### src/rtl/video_pixel_pack_if.sv
// ----------------------------------------------------------------------------
// video_pixel_pack_if
//   Pixel-in / word-out handshake bundle for the pixel packer.
//   master : pixel producer and word consumer (capture path, pattern writer)
//   slave  : the packer itself
//   Signals:
//     bpp_mode  [2:0]  0=1bpp 1=2bpp 2=4bpp 3=8bpp 4=16bpp, 5-7 -> 16bpp
//     in_pixel  [15:0] pixel value, low bpp bits used
//     in_valid/in_ready/in_last   pixel handshake, last flushes partial word
//     out_data  [31:0] packed word
//     out_valid/out_ready/out_last word handshake, last = closed by in_last
// ----------------------------------------------------------------------------
interface video_pixel_pack_if;
   logic [2:0]  bpp_mode;
   logic [15:0] in_pixel;
   logic        in_valid;
   logic        in_last;
   logic        in_ready;
   logic [31:0] out_data;
   logic        out_last;
   logic        out_valid;
   logic        out_ready;

   modport master (
      output bpp_mode, in_pixel, in_valid, in_last, out_ready,
      input  in_ready, out_data, out_last, out_valid
   );

   modport slave (
      input  bpp_mode, in_pixel, in_valid, in_last, out_ready,
      output in_ready, out_data, out_last, out_valid
   );
endinterface

### src/rtl/video_pixel_pack.sv
// ----------------------------------------------------------------------------
// video_pixel_pack
//   Packs a 1/2/4/8/16 bpp pixel stream LSB-first into 32-bit words; pixel i
//   of a word lands in bits [i*bpp +: bpp], mirroring the scan-out demux.
//   One accumulating word plus one output holding register sustain one pixel
//   per cycle; when the output is stalled, a closed word parks in the
//   accumulator and the pixel side stalls until the output drains.
//   Ports:
//     clk    system clock
//     reset  asynchronous, active-high reset
//     bus    video_pixel_pack_if.slave (pixel in, word out handshakes)
// ----------------------------------------------------------------------------
module video_pixel_pack (
   input  logic                clk,
   input  logic                reset,
   video_pixel_pack_if.slave   bus
);

   // S_FILL: accumulator is collecting pixels.
   // S_HELD: accumulator holds a closed word waiting for the output slot.
   typedef enum logic {S_FILL, S_HELD} st_t;

   st_t         state_q, state_d;
   logic [31:0] acc_q, acc_d;
   logic        acc_last_q, acc_last_d;
   logic [4:0]  idx_q, idx_d;
   logic [2:0]  mode_q, mode_d;
   logic [31:0] out_data_q, out_data_d;
   logic        out_last_q, out_last_d;
   logic        out_valid_q, out_valid_d;

   logic [2:0]  mode_sel;      // sanitised bpp_mode input
   logic [2:0]  mode_cur;      // mode governing the pixel being offered
   logic [15:0] pix_mask;
   logic [4:0]  pix_last_idx;  // pixels-per-word minus one
   logic [4:0]  shamt;
   logic [31:0] pix_word;
   logic [31:0] acc_merge;
   logic        accept;
   logic        close;
   logic        slot_free;

   // Mode decode: the first pixel of a word uses the live input, the rest of
   // the word reuses the mode latched with that first pixel.
   always_comb begin
      mode_sel = (bus.bpp_mode > 3'd4) ? 3'd4 : bus.bpp_mode;
      mode_cur = (idx_q == 5'd0) ? mode_sel : mode_q;
      case (mode_cur)
         3'd0:    begin pix_mask = 16'h0001; pix_last_idx = 5'd31; end
         3'd1:    begin pix_mask = 16'h0003; pix_last_idx = 5'd15; end
         3'd2:    begin pix_mask = 16'h000F; pix_last_idx = 5'd7;  end
         3'd3:    begin pix_mask = 16'h00FF; pix_last_idx = 5'd3;  end
         default: begin pix_mask = 16'hFFFF; pix_last_idx = 5'd1;  end
      endcase
   end

   // idx*bpp never exceeds 31 for a legal idx, so 5 bits suffice.
   assign shamt     = idx_q << mode_cur;
   assign pix_word  = {16'h0000, bus.in_pixel & pix_mask} << shamt;
   assign acc_merge = acc_q | pix_word;

   assign accept    = bus.in_valid && (state_q == S_FILL);
   assign close     = accept && ((idx_q == pix_last_idx) || bus.in_last);
   assign slot_free = !out_valid_q || bus.out_ready;

   always_comb begin
      state_d     = state_q;
      acc_d       = acc_q;
      acc_last_d  = acc_last_q;
      idx_d       = idx_q;
      mode_d      = mode_q;
      out_data_d  = out_data_q;
      out_last_d  = out_last_q;
      out_valid_d = out_valid_q && !bus.out_ready;

      case (state_q)
         S_FILL: begin
            if (accept) begin
               if (idx_q == 5'd0)
                  mode_d = mode_sel;
               if (close) begin
                  idx_d = 5'd0;
                  if (slot_free) begin
                     // Closed word goes straight to the output slot.
                     out_data_d  = acc_merge;
                     out_last_d  = bus.in_last;
                     out_valid_d = 1'b1;
                     acc_d       = 32'h0;
                     acc_last_d  = 1'b0;
                  end else begin
                     // Slot busy: park the word, stall the pixel side.
                     acc_d      = acc_merge;
                     acc_last_d = bus.in_last;
                     state_d    = S_HELD;
                  end
               end else begin
                  acc_d = acc_merge;
                  idx_d = idx_q + 5'd1;
               end
            end
         end
         S_HELD: begin
            if (slot_free) begin
               out_data_d  = acc_q;
               out_last_d  = acc_last_q;
               out_valid_d = 1'b1;
               acc_d       = 32'h0;
               acc_last_d  = 1'b0;
               state_d     = S_FILL;
            end
         end
         default: state_d = S_FILL;
      endcase
   end

   always_ff @(posedge clk or posedge reset) begin
      if (reset) begin
         state_q     <= S_FILL;
         acc_q       <= 32'h0;
         acc_last_q  <= 1'b0;
         idx_q       <= 5'd0;
         mode_q      <= 3'd0;
         out_data_q  <= 32'h0;
         out_last_q  <= 1'b0;
         out_valid_q <= 1'b0;
      end else begin
         state_q     <= state_d;
         acc_q       <= acc_d;
         acc_last_q  <= acc_last_d;
         idx_q       <= idx_d;
         mode_q      <= mode_d;
         out_data_q  <= out_data_d;
         out_last_q  <= out_last_d;
         out_valid_q <= out_valid_d;
      end
   end

   // in_ready comes straight from the state register: no path from out_ready.
   assign bus.in_ready  = (state_q == S_FILL);
   assign bus.out_data  = out_data_q;
   assign bus.out_last  = out_last_q;
   assign bus.out_valid = out_valid_q;

endmodule

### src/flat_wrapper.sv
// flat-port wrapper written by rule: the top's interface ports become plain ports
module video_pixel_pack_flat 
  (clk, reset, bus_bpp_mode, bus_in_pixel, bus_in_valid, bus_in_last, bus_out_ready, bus_in_ready, bus_out_data, bus_out_last, bus_out_valid);
  video_pixel_pack_if bus_i ();
  input  logic clk;
  input  logic reset;
  input wire logic [$bits(bus_i.bpp_mode)-1:0] bus_bpp_mode;
  input wire logic [$bits(bus_i.in_pixel)-1:0] bus_in_pixel;
  input wire logic [$bits(bus_i.in_valid)-1:0] bus_in_valid;
  input wire logic [$bits(bus_i.in_last)-1:0] bus_in_last;
  input wire logic [$bits(bus_i.out_ready)-1:0] bus_out_ready;
  output wire logic [$bits(bus_i.in_ready)-1:0] bus_in_ready;
  output wire logic [$bits(bus_i.out_data)-1:0] bus_out_data;
  output wire logic [$bits(bus_i.out_last)-1:0] bus_out_last;
  output wire logic [$bits(bus_i.out_valid)-1:0] bus_out_valid;
  assign bus_i.bpp_mode = bus_bpp_mode;
  assign bus_i.in_pixel = bus_in_pixel;
  assign bus_i.in_valid = bus_in_valid;
  assign bus_i.in_last = bus_in_last;
  assign bus_i.out_ready = bus_out_ready;
  assign bus_in_ready = bus_i.in_ready;
  assign bus_out_data = bus_i.out_data;
  assign bus_out_last = bus_i.out_last;
  assign bus_out_valid = bus_i.out_valid;
  video_pixel_pack u_core (.clk(clk), .reset(reset), .bus(bus_i));
endmodule
### config.mk
export PLATFORM = sky130hd
export DESIGN_NAME = video_pixel_pack_flat
export DESIGN_NICKNAME = d
export VERILOG_FILES = /design/src/rtl/video_pixel_pack_if.sv /design/src/rtl/video_pixel_pack.sv /design/src/flat_wrapper.sv
export SDC_FILE = /design/constraint.sdc
export NUM_CORES = 1
export LEC_CHECK = 0
export ABC_CLOCK_PERIOD_IN_PS = 5700
export CAP_MARGIN = 20
export CORE_MARGIN = 2
export CORE_UTILIZATION = 55
export CTS_BUF_LIST = sky130_fd_sc_hd__clkbuf_4 sky130_fd_sc_hd__clkbuf_8 sky130_fd_sc_hd__clkbuf_16
export CTS_CLUSTER_SIZE = 30
export DETAILED_ROUTE_END_ITERATION = 6
export PLACE_DENSITY = 0.77
export SLEW_MARGIN = 20
export SYNTH_ARGS = -nofsm -noshare
export SYNTH_HDL_FRONTEND = slang
export SYNTH_SLANG_ARGS = --single-unit
### constraint.sdc
create_clock -name clk -period 5.7 [get_ports clk]
set_input_delay 1.14 -clock clk [delete_from_list [all_inputs] [get_ports clk]]
set_output_delay 1.14 -clock clk [all_outputs]
set_load 0.02 [all_outputs]
==> metrics.yaml, run 1 <==
outcome:
  outcome: "finished clean"
worst_setup_path:
  crit_arrival_ns: 4.61
  path_max_fanout: 24
  crit_family: "simple AND/OR/NAND/NOR gates"
  path_cells: "inv_1, ha_1, nor4b_4, buf_4, mux2_4, a211oi_1, or3_1, a211oi_1, or2_2, a22o_1"
  rrSetupSlack_ns: 1.35
  slowest_stage: "or3_1"
  end_kind: "flop"
  critical_path_required_ns: 5.95
  cp_common_cell: "a211oi_1"
  slowest_delay_ns: 0.78
  critPathBufInv: 2
  start_kind: "flop"
  crit_type: "flop to flop"
clocking:
  htree_levels: 3
  numCtsBuffers: 9
  postCtsResizedCells: 0
  clk_latency_ns: 0.36
  cts_tree: "done"
  postCtsHoldBufs: 0
  post_cts_buffers: 0
  path_clk_slew_ns: 0.08
  cts_sinks: 76
  cts_max_path_buffers: 2
  cts-root-buf: "clkbuf_8"
finish:
  layout.nets: 505
  layout-drive-gt1-share_pct: 9.110
  diodes: 0
  fin_area_um2: 5035
  syn_to_final_growth_pct: 18.77
floorplanning:
  die_x_um: 91.79
  start_util_pct: 55.72
  ios: 59
  core_area_um2: 7607
  dieHeight_um: 91.79
  std_cell_rows: 32
  die_area_um2: 8425
job:
  cap_violations: 0
logic_synthesis:
  yosysWarnings: 0
  synth-edff-count: 0
  yosysUniqueCellTypes: 65
  synthArstFlopShare_pct: 100.0
  ys_seq_area_share_pct: 44.86
  avgSynthCellArea_um2: 9.723
  netlist_instances: 436
  synth_nets: 462
  syn_area_um2: 4239
  synth-seq-cells: 76
  synthFlopType: "dfrtp_1"
placed_design:
  gp_congestion: 0.9266
  placed_cell_area_um2: 4835
  io_buffer_count: 58
  dp_hpwl_um: 7663
sta:
  final_hold_viol_count: 0
  maxSlewViolCount: 0
  finalSetupViolations: 0
  max_freq_ghz: 0.2297
  min_period_ns: 4.353
  maxSlewHeadroom_pct: 34.73
  post-route-period-util_pct: 76.37
  clock-skew-final_ns: 0.01370
  rsz0062_at_grt: "no"
  tightest_slew_ns: 0.9716
  setup_tns_ns: 0
global_route:
  grt_pass1_wl_um: 18610
  grtUsageTotal_pct: 27.88
  grt_max_degree: 44
  antenna_found_initial: 0
  grt_overflow: 0
  grt_pass1_vias: 3748
power_and_ir_drop:
  vdd_drop_max_v: 0.0003114
  p_leak_nw: 2.136
  powerDensity_nw_per_um2: 521.5
routing:
  finalWirelength_um: 11060
  firstDrtPassIters: 5
  via_per_inst: 6.354
  wl_per_cell_um: 18.90
  vias: 3717
  route.detailed.drc: 0
  drtIter0Drc: 259
  ant_nets: 0
min_path:
  hold_path.class: "flop to flop"
[layout make-up]
class,count,area (um^2)
inverter,21,78.83
sequential,76,1902
fill,610,2572
timing repair buffer,66,640.6
clock inverter,5,61.31
clock buffer,10,131.4
tap,102,127.6
multi-input combinational,305,2093
[per-layer routing]
layer	global-route usage (%)	up-vias	wire length, um
met4	10.32	0	205
met3	4.519	19	563
met2	46.14	143	5460
met5	0	-	0
met1	37.14	1849	4826
li1	-	1706	-
[where the power goes]
part / switching (mW) / internal [mW] / total (mW) / leakage [nW]
Sequential: 0.164 / 0.754 / 0.918 / 0.958
Clock: 0.204 / 0.207 / 0.411 / 0.100
Combinational: 0.741 / 0.556 / 1.30 / 1.08
Total: 1.11 / 1.52 / 2.63 / 2.14
[cells in the final DEF, fill, tap and decap left out, drive strengths merged, types with 5 or more instances in the layout]
| cell | instances |
|---|---|
| nor2b | 7 |
| o21ai | 11 |
| clkbuf | 10 |
| a22o | 15 |
| a21oi | 91 |
| o21a | 5 |
| buf | 8 |
| a211oi | 9 |
| nand2 | 28 |
| mux2 | 5 |
| nor3 | 8 |
| a32o | 17 |
| clkdlybuf4s50 | 58 |
| dfrtp | 76 |
| a21o | 5 |
| nor2 | 25 |
| inv | 22 |
| nand3 | 5 |
| mux2i | 16 |
[cells by family (layout without fill, tap and decap cells)]
group / after synthesis / count (layout) / synth area share (%)
xor+xnor: 2 / 2 / 0.4133
fa+ha+maj: 2 / 2 / 0.5902
flops: 76 / 76 / 44.86
compound gates: 186 / 186 / 30.87
mux: 21 / 21 / 5.460
simple gates: 94 / 94 / 11.60
buf+inv: 55 / 102 / 6.198
[flip-flops by register name, indices dropped and copies added, names as in the netlist]
register / count
u_core.state_q: 1
u_core.acc_last_q: 1
u_core.mode_q: 3
u_core.bus.out_last: 1
u_core.bus.out_valid: 1
u_core.acc_q: 32
u_core.bus.out_data: 32
u_core.idx_q: 5
[stage by stage]
stage,cells,hold WS [ns],util (%),power [mW],setup slack [ns]
after floorplan,436,0.4666,-,1.747,2.547
after CTS,585,0.4993,66.09,2.620,1.382
after global placement,570,0.4755,63.55,2.174,1.429
after detailed placement,570,0.4816,63.55,2.203,1.357
final,585,0.4957,66.18,2.626,1.347
after global routing,585,0.5177,66.18,2.792,1.067
[path summary, 6_finish.rpt]
check,startpoint,depth (start not counted),endpoint
worst min register to register,u_core.acc_q[19]$_DFFE_PP0P_,1,u_core.acc_q[19]$_DFFE_PP0P_
worst min-delay path,u_core.acc_q[19]$_DFFE_PP0P_,1,u_core.acc_q[19]$_DFFE_PP0P_
worst max-delay path,u_core.idx_q[0]$_DFFE_PP0P_,10,u_core.acc_q[26]$_DFFE_PP0P_
min in group asynchronous,reset,2,u_core.bus.out_data[9]$_DFFE_PP0P_
max in group asynchronous,reset,3,u_core.idx_q[0]$_DFFE_PP0P_
worst max register to register,u_core.idx_q[0]$_DFFE_PP0P_,10,u_core.acc_q[26]$_DFFE_PP0P_
[Yosys cell counts (3+ instances only)]
cell type | number | area share, %
a21oi_1 | 91 | 11
and2_1 | 3 | 0.44
buf_4 | 3 | 0.53
nand2b_1 | 3 | 0.44
nand2_1 | 28 | 2.5
nor2_1 | 25 | 2.2
a21o_1 | 5 | 0.89
a22o_1 | 15 | 3.1
a211oi_2 | 3 | 0.89
nor3b_1 | 3 | 0.53
a311oi_1 | 3 | 0.62
o21ai_1 | 3 | 0.35
o21a_1 | 5 | 0.89
clkbuf_1 | 14 | 1.2
mux2i_1 | 15 | 3.5
inv_1 | 21 | 1.9
a31oi_1 | 4 | 0.59
a211o_1 | 3 | 0.62
nand3_1 | 5 | 0.59
o21ai_0 | 8 | 0.94
buf_6 | 4 | 1.1
nor3_1 | 8 | 0.94
nor2b_1 | 7 | 1.0
a32o_1 | 17 | 4.0
dfrtp_1 | 76 | 45
mux2_4 | 3 | 1.1
a211oi_1 | 5 | 0.89
or3_1 | 3 | 0.44
buf_2 | 12 | 1.4
No activity file was read; power rests on OpenSTA's default activity.
==> run 2: changes to the inputs <==
--- a/config.mk
+++ b/config.mk
@@ -5,14 +5,14 @@
 export SDC_FILE = /design/constraint.sdc
 export NUM_CORES = 1
 export LEC_CHECK = 0
-export ABC_CLOCK_PERIOD_IN_PS = 5700
+export ABC_CLOCK_PERIOD_IN_PS = 3700
 export CAP_MARGIN = 20
 export CORE_MARGIN = 2
-export CORE_UTILIZATION = 55
+export CORE_UTILIZATION = 50
 export CTS_BUF_LIST = sky130_fd_sc_hd__clkbuf_4 sky130_fd_sc_hd__clkbuf_8 sky130_fd_sc_hd__clkbuf_16
 export CTS_CLUSTER_SIZE = 30
 export DETAILED_ROUTE_END_ITERATION = 6
-export PLACE_DENSITY = 0.77
+export PLACE_DENSITY = 0.74
 export SLEW_MARGIN = 20
 export SYNTH_ARGS = -nofsm -noshare
 export SYNTH_HDL_FRONTEND = slang
==> constraint.sdc (replaced) <==
create_clock -name clk -period 3.7 [get_ports clk]
set_input_delay 0.74 -clock clk [delete_from_list [all_inputs] [get_ports clk]]
set_output_delay 0.74 -clock clk [all_outputs]
set_load 0.02 [all_outputs]
==> run 2 against run 1 <==
Effect of this change: via count increased by 2.1%; core utilization decreased by 2.6 points; global-route usage decreased by 0.55 points; total power increased by 60%; cell count increased by 4.4%; register-to-register slack got worse by 0.87 ns; highest routed layer unchanged.
==> metrics.yaml, run 2 (synthesized netlist as in run 1, its figures left out) <==
outcome:
  outcome: "finished clean"
routing:
  wl_per_cell_um: 19.41  # +2.7%
  drtIter0Drc: 249  # -3.9%
  met1_length_um: 5377  # +11%
  vias: 3796  # +2.1%
  route.detailed.drc: 0  # unchanged
  firstDrtPassIters: 5  # unchanged
  ant_nets: 0  # unchanged
  dr_wl_met2_um: 5677  # +4.0%
  via_per_inst: 6.213  # -2.2%
  top_layer_used: "met4"
  finalWirelength_um: 11860  # +7.3%
  wl_met3_um: 574  # +2.0%
sta:
  finalWorstSetupSlack_ns: 0.4737  # -0.8730 ns
  max_freq_ghz: 0.3100  # +35%
  rsz0062_at_grt: "no"
  clock-skew-final_ns: 0.008042  # -0.005653 ns
  tightest_slew_ns: 0.8436  # -0.1280 ns
  final_hold_viol_count: 0  # unchanged
  whs_ns: 0.4987  # +0.002965 ns
  min_period_ns: 3.226  # -1.127 ns
  finalSetupViolations: 0  # unchanged
  maxSlewHeadroom_pct: 43.63  # +8.9 points
  setup_tns_ns: 0  # unchanged
  maxSlewViolCount: 0  # unchanged
  post-route-period-util_pct: 87.20  # +11 points
global_route:
  grt_pass1_wl_um: 19200  # +3.2%
  grt_overflow: 0  # unchanged
  grt_pass1_vias: 3776  # +0.75%
  grt_max_degree: 41  # -6.8%
  antenna_found_initial: 0  # unchanged
  grtUsageTotal_pct: 27.33  # -0.55 points
clocking:
  cts_tree: "done"
  path_clk_slew_ns: 0.08  # about the same
  cts-root-buf: "clkbuf_8"
  cts_sinks: 76  # unchanged
  clk_latency_ns: 0.35  # about the same
  numCtsBuffers: 9  # unchanged
  post_cts_buffers: 0  # unchanged
  postCtsResizedCells: 0  # unchanged
  htree_levels: 3  # unchanged
  postCtsHoldBufs: 0  # unchanged
  cts_max_path_buffers: 2  # unchanged
floorplanning:
  core_area_um2: 8217  # +8.0%
  die_area_um2: 9230  # +9.6%
  start_util_pct: 51.59  # -4.1 points
  die_x_um: 96.08  # +4.7%
  std_cell_rows: 33  # +3.1%
  dieHeight_um: 96.08  # +4.7%
  ios: 59  # unchanged
min_path:
  hold_path.class: "flop to flop"
  hold_start: "u_core.acc_q[0]$_DFFE_PP0P_"
finish:
  final_common_cell: "a21oi_1"
  finalNonFillerCells: 611  # +4.4%
  final_cell_mix: "a21oi_1 (91), dfrtp_1 (76), clkdlybuf4s50_1 (58)"
  syn_to_final_growth_pct: 23.26
  layout-drive-gt1-share_pct: 13.24  # +4.1 points
  diodes: 0  # unchanged
  layout.nets: 527  # +4.4%
  fin_area_um2: 5225  # +3.8%
  final_util_pct: 63.59  # -2.6 points
power_and_ir_drop:
  total_power_mw: 4.197  # +60%
  powerDensity_nw_per_um2: 803.2  # +54%
  vdd_drop_max_v: 0.0003617  # +16%
  p_leak_nw: 2.255  # +5.6%
worst_setup_path:
  crit_arrival_ns: 3.50  # -1.11 ns
  critical_path_required_ns: 3.97  # -1.98 ns
  crit_type: "flop to flop"
  path_max_fanout: 15  # -38%
  critPathLaunch: "u_core.idx_q[1]$_DFFE_PP0P_"
  end_kind: "flop"
  start_kind: "flop"
  r2r_start: "u_core.idx_q[1]$_DFFE_PP0P_"
placed_design:
  dp_hpwl_um: 8337  # +8.8%
  gp_congestion: 0.9456  # +2.1%
  pre_cts_ws_ns: 0.2192  # -1.137 ns
  dp_cells: 595  # +4.4%
  io_buffer_count: 58  # unchanged
  placed_cell_area_um2: 5016  # +3.8%
job:
  cap_violations: 0  # unchanged
==> run 2: worst max-delay path, stage by stage (launching register included) <==
cell and delay (ns):
dfrtp_1 0.39, inv_1 0.09, ha_1 0.25, nor4b_4 0.22, buf_4 0.28, mux2i_2 0.40, a211oi_2 0.14, or3_1 0.54
o31ai_1 0.39, buf_4 0.19, a21oi_1 0.08, a21oi_1 0.17
==> run 2: path summary, 6_finish.rpt <==
path	end	slack (ns)	cells after the start
hold / removal	u_core.acc_q[0]$_DFFE_PP0P_	0.50	1
min in group asynchronous	u_core.bus.out_data[22]$_DFFE_PP0P_	0.85	2
max in group asynchronous	u_core.state_q$_DFF_PP0_	2.18	3
setup reg to reg	u_core.bus.out_data[24]$_DFFE_PP0P_	0.47	11
setup / recovery	u_core.bus.out_data[24]$_DFFE_PP0P_	0.47	11
hold reg to reg	u_core.acc_q[0]$_DFFE_PP0P_	0.50	1
==> run 2: cell type report <==
| class | count | area, um^2 |
|---|---|---|
| Clock buffer | 12 | 152.6 |
| Clock inverter | 4 | 56.30 |
| Fill cell | 705 | 2992 |
| Inverter | 21 | 78.83 |
| Multi-Input combinational cell | 305 | 2086 |
| Sequential cell | 76 | 1902 |
| Tap cell | 105 | 131.4 |
| Timing Repair Buffer | 88 | 818.3 |
==> run 2: routing by layer <==
metal	vias to the layer above	global-route usage (%)
met5	-	0
met4	0	9.643
met3	17	4.307
met2	142	43.52
met1	1889	37.94
li1	1748	-
==> run 2: report_power, final <==
group	internal, mW	switching [mW]	leakage (nW)
sequential	1.16	0.246	0.958
combinational	0.939	1.18	1.19
clock	0.351	0.322	0.108
total	2.45	1.75	2.26
==> run 3: changes to the inputs <==
--- a/config.mk
+++ b/config.mk
@@ -13,7 +13,7 @@
 export CTS_CLUSTER_SIZE = 30
 export DETAILED_ROUTE_END_ITERATION = 6
 export PLACE_DENSITY = 0.74
-export SLEW_MARGIN = 20
+export SKIP_LAST_GASP = 1
 export SYNTH_ARGS = -nofsm -noshare
 export SYNTH_HDL_FRONTEND = slang
 export SYNTH_SLANG_ARGS = --single-unit
==> results of run 3 <==
No change in the layout: final DEF, timing and power equal those of run 2.
